## config.mk

```make
export PLATFORM = sky130hd
export DESIGN_NAME = alu_issue_stage
export DESIGN_NICKNAME = d
export VERILOG_FILES = /design/src/rtl/alu_issue_stage.sv
export SDC_FILE = /design/constraint.sdc
export NUM_CORES = 1
export LEC_CHECK = 0
export BUFFER_PORTS_ARGS = -buffer_cell sky130_fd_sc_hd__buf_2
export CORE_MARGIN = 4
export CORE_UTILIZATION = 46
export DETAILED_ROUTE_END_ITERATION = 12
export GPL_TIMING_DRIVEN = 0
export PLACE_DENSITY = 0.86
export SYNTH_ARGS = -nofsm -noshare
export SYNTH_HDL_FRONTEND = slang
export SYNTH_SLANG_ARGS = --single-unit
```

## constraint.sdc

```tcl
create_clock -name clk -period 2.55 [get_ports clk]
set_input_delay 0.1275 -clock clk [delete_from_list [all_inputs] [get_ports clk]]
set_output_delay 0.1275 -clock clk [all_outputs]
set_load 0.05 [all_outputs]
```

## src/rtl/alu_issue_stage.sv

```systemverilog
// ALU issue stage: decodes an RV32I instruction into an ALU op code and two operands,
// then holds the result in a valid/ready pipeline register for the execute stage.
module alu_issue_stage #(
    parameter int unsigned CNT_W = 16
) (
    input  logic             clk,
    input  logic             rst_n,
    input  logic             flush,
    input  logic             in_valid,
    output logic             in_ready,
    input  logic [31:0]      instr,
    input  logic [31:0]      pc,
    input  logic [31:0]      rs1_data,
    input  logic [31:0]      rs2_data,
    output logic             out_valid,
    input  logic             out_ready,
    output logic [3:0]       alu_op,
    output logic [31:0]      alu_in1,
    output logic [31:0]      alu_in2,
    output logic             illegal,
    output logic [CNT_W-1:0] issue_cnt
);

    localparam logic [3:0] OpAnd  = 4'b0000;
    localparam logic [3:0] OpOr   = 4'b0001;
    localparam logic [3:0] OpAdd  = 4'b0010;
    localparam logic [3:0] OpSub  = 4'b0110;
    localparam logic [3:0] OpSrl  = 4'b1000;
    localparam logic [3:0] OpSra  = 4'b1001;
    localparam logic [3:0] OpXor  = 4'b0101;
    localparam logic [3:0] OpSlt  = 4'b1100;
    localparam logic [3:0] OpSltu = 4'b1101;
    localparam logic [3:0] OpSll  = 4'b1010;
    localparam logic [3:0] OpNop  = 4'b1111;

    localparam logic [6:0] F7Zero = 7'b0000000;
    localparam logic [6:0] F7Alt  = 7'b0100000;

    logic [6:0]  opcode;
    logic [2:0]  funct3;
    logic [6:0]  funct7;
    logic [31:0] imm_i, imm_s, imm_u;
    logic [3:0]  func_op;
    logic        is_shift;

    logic [3:0]  dec_op;
    logic [31:0] dec_in1, dec_in2;
    logic        dec_illegal;

    logic             valid_q;
    logic [3:0]       op_q;
    logic [31:0]      in1_q, in2_q;
    logic             illegal_q;
    logic [CNT_W-1:0] cnt_q;
    logic             capture;

    assign opcode   = instr[6:0];
    assign funct3   = instr[14:12];
    assign funct7   = instr[31:25];
    assign imm_i    = {{20{instr[31]}}, instr[31:20]};
    assign imm_s    = {{20{instr[31]}}, instr[31:25], instr[11:7]};
    assign imm_u    = {instr[31:12], 12'h000};
    assign is_shift = (funct3 == 3'b001) || (funct3 == 3'b101);

    // Shared funct3 -> op map for R-type and I-ALU (alternate forms patched below)
    always_comb begin
        func_op = OpAdd;
        unique case (funct3)
            3'b000: func_op = OpAdd;
            3'b001: func_op = OpSll;
            3'b010: func_op = OpSlt;
            3'b011: func_op = OpSltu;
            3'b100: func_op = OpXor;
            3'b101: func_op = OpSrl;
            3'b110: func_op = OpOr;
            3'b111: func_op = OpAnd;
            default: func_op = OpAdd;
        endcase
    end

    // Instruction decode; anything not matched falls through as an illegal NOP
    always_comb begin
        dec_op      = OpNop;
        dec_in1     = '0;
        dec_in2     = '0;
        dec_illegal = 1'b1;
        if (instr[1:0] == 2'b11) begin
            case (opcode)
                7'b0110011: begin
                    if (funct7 == F7Zero ||
                        (funct7 == F7Alt && (funct3 == 3'b000 || funct3 == 3'b101))) begin
                        dec_illegal = 1'b0;
                        dec_in1     = rs1_data;
                        dec_in2     = is_shift ? {27'b0, rs2_data[4:0]} : rs2_data;
                        dec_op      = func_op;
                        if (funct7 == F7Alt) dec_op = (funct3 == 3'b000) ? OpSub : OpSra;
                    end
                end
                7'b0010011: begin
                    // Shift immediates carry the alternate-form selector in imm[11:5]
                    if (!is_shift || funct7 == F7Zero ||
                        (funct3 == 3'b101 && funct7 == F7Alt)) begin
                        dec_illegal = 1'b0;
                        dec_in1     = rs1_data;
                        dec_in2     = is_shift ? {27'b0, instr[24:20]} : imm_i;
                        dec_op      = (funct3 == 3'b101 && funct7 == F7Alt) ? OpSra : func_op;
                    end
                end
                7'b0110111: begin
                    dec_illegal = 1'b0;
                    dec_op      = OpAdd;
                    dec_in2     = imm_u;
                end
                7'b0010111: begin
                    dec_illegal = 1'b0;
                    dec_op      = OpAdd;
                    dec_in1     = pc;
                    dec_in2     = imm_u;
                end
                7'b0000011: begin
                    dec_illegal = 1'b0;
                    dec_op      = OpAdd;
                    dec_in1     = rs1_data;
                    dec_in2     = imm_i;
                end
                7'b0100011: begin
                    dec_illegal = 1'b0;
                    dec_op      = OpAdd;
                    dec_in1     = rs1_data;
                    dec_in2     = imm_s;
                end
                7'b1100011: begin
                    if (funct3 != 3'b010 && funct3 != 3'b011) begin
                        dec_illegal = 1'b0;
                        dec_in1     = rs1_data;
                        dec_in2     = rs2_data;
                        if (funct3[2:1] == 2'b00)      dec_op = OpSub;
                        else if (funct3[2:1] == 2'b10) dec_op = OpSlt;
                        else                           dec_op = OpSltu;
                    end
                end
                7'b1101111, 7'b1100111: begin
                    if (opcode == 7'b1101111 || funct3 == 3'b000) begin
                        dec_illegal = 1'b0;
                        dec_op      = OpAdd;
                        dec_in1     = pc;
                        dec_in2     = 32'd4;
                    end
                end
                default: ;
            endcase
        end
    end

    assign in_ready = !valid_q || out_ready;
    assign capture  = in_valid && in_ready && !flush;

    // Pipeline valid and payload registers; flush wins over any incoming entry
    always_ff @(posedge clk or negedge rst_n) begin
        if (!rst_n) begin
            valid_q   <= 1'b0;
            op_q      <= OpNop;
            in1_q     <= '0;
            in2_q     <= '0;
            illegal_q <= 1'b0;
        end else begin
            if (flush)         valid_q <= 1'b0;
            else if (in_ready) valid_q <= in_valid;
            if (capture) begin
                op_q      <= dec_op;
                in1_q     <= dec_in1;
                in2_q     <= dec_in2;
                illegal_q <= dec_illegal;
            end
        end
    end

    // Saturating count of entries handed to execute (flush does not suppress a departure)
    always_ff @(posedge clk or negedge rst_n) begin
        if (!rst_n) begin
            cnt_q <= '0;
        end else if (valid_q && out_ready && cnt_q != {CNT_W{1'b1}}) begin
            cnt_q <= cnt_q + CNT_W'(1);
        end
    end

    assign out_valid = valid_q;
    assign alu_op    = op_q;
    assign alu_in1   = in1_q;
    assign alu_in2   = in2_q;
    assign illegal   = illegal_q;
    assign issue_cnt = cnt_q;

endmodule

```

# After elaboration in Yosys (flattened, before gate mapping)
# Memories as Yosys holds them, arrays and structs flattened.
# Index checks and enable logic that the tools add are counted.
[totals] mem_count=1 mem_bits_ro=32 inputBits=133 out_inout_bits=87 wordCells=83 register_bits=86
[op_classes] n_addsub=1 n_reduce_logical=25 n_eq_ne=17 mux=33
[mem_list] name="(name not given)" depth=8 word_bits=4 read_ports=1 rd_clocked_by_memory_dff=0 write_ports=0 line="68" source="unique case (funct3)"
[op_table] op="two-way mux 32 bit" n=11
[op_table] op="one-hot mux 32 bit (7 select lines)" n=1
[op_table] op="one-hot mux 32 bit (6 select lines)" n=1
[op_table] op="two-way mux 4 bit" n=9
[op_table] op="equality test 7 x 6 -> 1 bit, second input constant" n=4
[op_table] op="equality test 7 bit, second input constant" n=3
[op_table] op="one-hot mux 4 bit (5 select lines)" n=1
[op_table] op="adder 16 x 1 -> 16 bit, second input constant" n=1
[op_table] op="inequality test 16 bit, second input constant" n=1
[op_table] op="equality test 7 x 5 -> 1 bit, second input constant" n=2
[op_table] op="two-way mux 1 bit" n=8
[op_table] op="equality test 7 x 2 -> 1 bit, second input constant" n=1
[op_table] op="logical AND 1 bit" n=7
[op_table] op="zero test 7 bit" n=1
[op_table] op="logical OR 1 bit" n=7
[op_table] op="inequality test 3 x 2 -> 1 bit, second input constant" n=2
[op_table] op="OR reduction 2 bit" n=3
[op_table] op="one-hot mux 1 bit (5 select lines)" n=1
[op_table] op="equality test 2 bit, second input constant" n=2
[op_table] op="OR reduction 4 bit" n=1
[op_table] op="equality test 3 x 1 -> 1 bit, second input constant" n=1
[op_table] op="equality test 3 bit, second input constant" n=1
[op_table] op="zero test 1 bit" n=3
[op_table] op="zero test 3 bit" n=1
[op_table] op="3 further kinds" n=3

# Logic depth before layout (Yosys ltp)
# Gate-level depths: netlist of run 1.
[depth] word_depth=8 ltp_mapped=8 depth_no_buf=6

# Worst setup path after synthesis of run 1
# Ideal clock, no wire load.
[synth_timing] path_kind="reg2reg" startpoint="register valid_q, in the netlist out_valid" endpoint="register in2_q[2], in the netlist alu_in2[2]" setup_time_ns=0.082 period_less_slack_ns=2.290 arrival_time_ns=2.209 required_ns=2.468 n_path_buf=2 stages_incl_launch_ff=8 setup_slack_ns=0.260 path_cell_list="dfrtp_1 -> nor2b_1 -> inv_1 -> nand2b_1 -> clkbuf_1 -> clkbuf_1 -> a221oi_1 -> a31oi_1"
[synth_between] elab_chain_cells=4
[synth_lines] element="start, declared" line="50" source="logic valid_q;"
[synth_lines] element="start signal, assigned" line="168" source="else if (in_ready) valid_q <= in_valid;"
[synth_lines] element="zero test 1 bit" line="155" source="assign in_ready = !valid_q || out_ready;"
[synth_lines] element="logical OR 1 bit" line="155"
[synth_lines] element="named net in_ready" line="10" source="output logic in_ready,"
[synth_lines] element="logical AND 1 bit (2 in a row)" line="156" source="assign capture = in_valid && in_ready && !flush;"
[synth_lines] element="end signal, assigned" line="172" source="in2_q <= dec_in2;"
[synth_lines] element="end, declared" line="52" source="logic [31:0] in1_q, in2_q;"
# The timed path passes the listed nets, and every way through them passes these cells.
# A chain may end at the register's enable or synchronous reset.

# Worst setup path after layout of run 1
[layout_timing] startpoint="register valid_q, in the netlist out_valid" endpoint="register in2_q[2], in the netlist alu_in2[2]"
[layout_between] elab_chain_cells=4
[layout_lines] element="zero test 1 bit" line="155"
[layout_lines] element="logical OR 1 bit" line="155"
[layout_lines] element="logical AND 1 bit (2 in a row)" line="156"
# No other way between the ends.

==> impl_metrics.json, run 1 <==
{
  "cts_tree": "done",
  "antenna_found_initial": 0,
  "cts_post_setup_buffers_inserted": 0,
  "die_width_um": 106,
  "ys_ff_latch": 86,
  "worstMarginPinSlew_ps": 683,
  "synthesis.nets": 554,
  "fill_cells": 738,
  "grt_pass1_vias": 4712,
  "finalMaxSlewViolations": 0,
  "clock_sinks": 86,
  "critPathArrivalTime_ps": 2670,
  "seq_area_sq_um": 2160,
  "cp_max_fo": 12,
  "cap_violations": 0,
  "p_leak_nw": 3.39,
  "gp_congestion": 0.905,
  "drc": 0,
  "die_h_um": 106,
  "drtIter0Drc": 408,
  "dieArea_sq_um": 11300,
  "finalSetupViolations": 0,
  "first_pass_iters": 7,
  "required_ps": 2820,
  "htreeDepth": 3,
  "syn_area_per_cell_sq_um": 10.6,
  "synthToLayoutAreaGrowth_pct": 41.8,
  "grt_max_degree": 69,
  "dp_hpwl_mm": 11.7,
  "nNetsFinal": 823,
  "holdWs_ps": 17.5,
  "via_per_inst": 5.73,
  "synth-seq-area-share": 0.485,
  "drt-total-wl_mm": 16.0,
  "finalCriticalPeriod_ps": 2400,
  "grt_use_total": 0.273,
  "grt_overflow": 0,
  "status": "completed",
  "cts_made_buffers": 9,
  "synth_edf_count": 0,
  "clk_transition_reported_paths_ps": 90,
  "ys.flop_type": "dfrtp_1",
  "worst_clock_skew_ps": 11.4,
  "fin_setup_tns_ps": 0,
  "yosys.area.top_type_share": 0.461,
  "fin_util": 0.676,
  "vdd.ir_drop.worst_mv": 0.341,
  "critPathCaptureType": "register",
  "ant_nets": 0,
  "synth_cell_types": 55,
  "async_reset_ff_frac": 1.00,
  "critical_path_class": "register to register",
  "synthTopCellsByArea": "dfrtp_1 (46%), a221o_1 (7.0%), a22o_1 (6.3%), a21o_1 (5.4%), nand2_1 (3.0%)",
  "slew_headroom": 0.541,
  "avgRoutedWirePerCell_um": 19.4,
  "fin_crit_sh": 0.942,
  "power_density_nw_per_um2": 459,
  "dr_total_vias": 4716,
  "synth_top_area_cell": "dfrtp_1",
  "grt_pass1_wl_mm": 24.3,
  "rsz0062_at_grt": "no",
  "multi_input_area_sq_um": 2090,
  "syn_inst": 420,
  "max_freq_mhz": 416,
  "hp-class": "primary input to register",
  "rows": 35,
  "rrSetupSlack_ps": 150,
  "drive_above_1_share": 0.377,
  "start_util": 0.477,
  "root_buffer": "clkbuf_8",
  "pin_count": 220,
  "max-clock-path-buffers": 2,
  "core-area_sq_um": 9330,
  "cp-start-kind": "register",
  "io_buffers": 217,
  "yosysWarnings": 0,
  "clk_latency_ps": 340,
  "hold_violations": 0,
  "netlist_area_sq_um": 4450
}
-- state kept, by name, summed over array words and instances (netlist names) --
| name | count |
|---|---|
| alu_in1 | 32 |
| alu_in2 | 32 |
| alu_op | 4 |
| illegal | 1 |
| issue_cnt | 16 |
| out_valid | 1 |
-- cell families (layout without fill, tap and decap cells) --
family / after synthesis / after routing / share of synthesized area
AOI/OAI and AO/OA: 157 / 157 / 0.288
buffers and inverters: 35 / 308 / 0.0442
DFF: 86 / 86 / 0.485
muxes: 2 / 2 / 0.00478
adders and majority gates: 1 / 1 / 0.00281
other: 0 / 1 / 0
xor gates and xnor gates: 16 / 16 / 0.0315
and+or+nand+nor: 123 / 123 / 0.144
-- routing by layer --
layer / track usage / vias to the layer above / share of wire
li1: - / 2157 / -
met1: 0.310 / 2287 / 0.38
met2: 0.486 / 242 / 0.52
met3: 0.0753 / 30 / 0.079
met4: 0.101 / 0 / 0.022
met5: 0 / - / 0
-- cells in the mapped netlist (2+ instances only) --
cell       number
or2_2           2
and3_1         10
xor2_1          3
a21oi_1        25
a31oi_1         5
a21oi_4         2
dfstp_2         4
or3_1           2
nand4_1         6
nor2_1         21
nor3_1         13
and4_1          2
a221oi_1        2
nor4_1          2
a32oi_1         4
nand2b_1        5
o31ai_1         2
a221o_1        31
nand2_1        36
xnor2_1        13
nand3_1        10
o21ai_0         5
inv_1           5
o31ai_2         2
a22o_1         32
dfrtp_1        82
o32a_1          4
a2111oi_0       2
nor2b_1         4
clkbuf_1       18
buf_6           8
a21o_1         32
buf_2           4
-- path summary, 6_finish.rpt --
path,startpoint,endpoint,depth (start not counted)
min in group asynchronous,rst_n,illegal,2
worst min-delay path,rs2_data[4],alu_in2[4],2
worst min register to register,alu_op[0],alu_op[0],1
max in group asynchronous,rst_n,alu_in1[20],3
worst max register to register,out_valid,alu_in2[2],6
worst max-delay path,out_valid,alu_in2[2],6
-- placed cells by master (no fill, tap or decap), types with 9 or more instances in the layout --
cell type / n
a221o_1: 31
clkbuf_8: 9
xnor2_1: 13
dfrtp_1: 82
and3_1: 10
dlygate4sd3_1: 41
nand2_1: 36
clkbuf_1: 17
a21o_1: 32
a22o_1: 32
buf_2: 220
nor3_1: 13
a21oi_1: 25
nand3_1: 10
nor2_1: 21
-- cell type report --
| cell class | instances | share of cell area |
|---|---|---|
| clock buffers | 9 | 0.0196 |
| flip-flops and latches | 86 | 0.342 |
| well taps | 129 | 0.0256 |
| diodes | 1 | 0.000397 |
| inverters | 5 | 0.00298 |
| clock inverters | 6 | 0.00774 |
| multi-input cells | 299 | 0.332 |
| repair buffers | 259 | 0.242 |
| plain buffers | 29 | 0.0276 |
-- where the power goes --
group / leakage [nW] / internal [mW] / total, mW / switching, mW
Combinational: 2.14 / 0.217 / 0.589 / 0.372
Clock: 0.0779 / 0.355 / 0.844 / 0.489
Sequential: 1.17 / 1.41 / 1.46 / 0.0546
-- through the flow --
stage	power, mW	instance area [sq um]	instances	setup slack (ps)
after floorplan	1.78	4450	420	260
after global placement	2.00	5690	766	236
after detailed placement	2.02	5720	767	52.6
after CTS	2.91	6240	816	44.0
after global routing	3.04	6300	822	22.9
final	2.90	6310	823	149
-- critical path, stage by stage, from the launching register on --
cell	delay [ps]
dfrtp_1	380
nor2b_1	440
inv_1	140
nand2b_1	520
clkbuf_1	470
a221oi_1	170
a31oi_1	190
-- timing repair --
| item | 4_1_cts | 5_1_grt |
|---|---|---|
| endpoints found under the hold margin | 51 | 7 |
| endpoints found under the setup margin | 0 | 11 |
| hold buffers | 34 | 7 |
| gates resized for setup | 0 | 0 |
No activity file was read; power rests on OpenSTA's default activity.
==> inputs of run 2 (changes only) <==
==> constraint.sdc (replaced) <==
create_clock -name clk -period 2.5 [get_ports clk]
set_input_delay 0.125 -clock clk [delete_from_list [all_inputs] [get_ports clk]]
set_output_delay 0.125 -clock clk [all_outputs]
set_load 0.05 [all_outputs]
==> run 2 against run 1 <==
  * Core utilization increased by 0.11 points
  * First-iteration DRC count decreased by 14%
  * Die area unchanged
==> impl_metrics.json, run 2 (synthesized netlist as in run 1, its figures left out) <==
{
  "total_power_mw": 2.95,
  "first_pass_iters": 6,
  "finalMaxSlewViolations": 0,
  "cp_max_fo": 10,
  "dp.cells": 767,
  "dp_hpwl_mm": 11.7,
  "dieArea_sq_um": 11300,
  "root_buffer": "clkbuf_8",
  "placed_area_sq_um": 5720,
  "drive_above_1_share": 0.376,
  "fin_setup_tns_ps": 0,
  "htreeDepth": 3,
  "dr_total_vias": 4729,
  "max-clock-path-buffers": 2,
  "grt_pass1_vias": 4717,
  "hp-class": "primary input to register",
  "power_density_nw_per_um2": 467,
  "drc": 0,
  "critPathArrivalTime_ps": 2590,
  "clk_transition_reported_paths_ps": 90,
  "pin_count": 220,
  "reg2reg_from": "out_valid",
  "cts_made_buffers": 9,
  "layout_setup_ws_ps": 192,
  "grt_busiest_layer": "met2",
  "fin_util": 0.677,
  "via_per_inst": 5.74,
  "cts_post_setup_buffers_inserted": 0,
  "clk_latency_ps": 340,
  "final_cell_count_no_fill": 824,
  "ant_nets": 0,
  "required_ps": 2780,
  "nNetsFinal": 824,
  "rows": 35,
  "hp-start": "rs2_data[23]",
  "die_width_um": 106,
  "cts_tree": "done",
  "clock_sinks": 86,
  "antenna_found_initial": 0,
  "cap_violations": 0,
  "finalSetupViolations": 0,
  "core-area_sq_um": 9330,
  "synthToLayoutAreaGrowth_pct": 42.0,
  "rr_worst_depth": 6,
  "rsz0062_at_grt": "no",
  "cp-start-kind": "primary input",
  "critPathCaptureType": "register",
  "slew_headroom": 0.558,
  "grt_use_total": 0.271,
  "drtIter0Drc": 352,
  "drt-total-wl_mm": 15.7,
  "io_buffers": 217,
  "design_area_sq_um": 6320,
  "worstMarginPinSlew_ps": 659,
  "hold_violations": 0,
  "grt_max_degree": 69,
  "p_leak_nw": 3.40,
  "final_common_cell": "buf_2",
  "use_met3": 0.0723,
  "grt_util_met1": 0.313,
  "vdd.ir_drop.worst_mv": 0.349,
  "die_h_um": 106,
  "holdWs_ps": 19.4,
  "worst_clock_skew_ps": 12.8,
  "critical_path_class": "primary input to register",
  "finalCriticalPeriod_ps": 2310,
  "cp-startpoint": "flush",
  "max_freq_mhz": 433,
  "fin_crit_sh": 0.923,
  "place_ws_ps": 2.58,
  "status": "completed",
  "grt_overflow": 0,
  "gp_congestion": 0.905,
  "start_util": 0.477,
  "avgRoutedWirePerCell_um": 19.1,
  "gr-usage-met2": 0.481,
  "layout_common_cells": "buf_2 (220), dfrtp_1 (82), dlygate4sd3_1 (42), nand2_1 (36)",
  "grt_pass1_wl_mm": 24.2,
  "whs_path_depth": 2
}
[run 2: cell count changes in the layout (fill, tap and decap cells not counted), sizes merged]
| cell | before | now |
|---|---|---|
| dlygate4sd3 | 41 | 42 |
[run 2: report_power, final]
| part | leakage (nW) | internal [mW] | total (mW) | switching (mW) |
|---|---|---|---|---|
| sequential | 1.17 | 1.44 | 1.49 | 0.0555 |
| clock | 0.0779 | 0.362 | 0.859 | 0.496 |
| combinational | 2.15 | 0.222 | 0.601 | 0.379 |
[run 2: critical path: stages]
cell	delay (ps)
dlygate4sd3_1	530
buf_2	130
nand2b_1	220
nor3_1	470
o21a_1	350
clkbuf_1	440
a22o_1	220
a21o_1	100
[run 2: final timing paths]
check	to	slack, ps
worst max-delay path	alu_in1[27]	190
worst min-delay path	alu_in2[23]	20
worst max register to register	alu_in2[2]	200
worst min register to register	issue_cnt[9]	510
max in group asynchronous	alu_in2[23]	1680
min in group asynchronous	illegal	210
[run 2: layer usage]
layer,share of wire,routed length (um),up-vias
met1,0.39,6060,2282
met2,0.51,8020,252
li1,-,-,2161
met5,0,0,-
met3,0.079,1240,34
met4,0.026,410,0
[run 2: area by class of cell]
type / count / area [sq um]
clock buffers: 9 / 124
diodes: 1 / 2.50
fillers: 728 / 3010
repair buffers: 260 / 1540
flip-flops and latches: 86 / 2160
well taps: 129 / 161
clock inverters: 6 / 48.8
multi-input cells: 299 / 2090
plain buffers: 29 / 174
inverters: 5 / 18.8
[run 2: timing repair]
action / CTS / global route
hold endpoints to repair: 53 / 6
endpoints found under the setup margin: 1 / 0
gates resized for setup: 0 / 0
hold buffers: 36 / 6
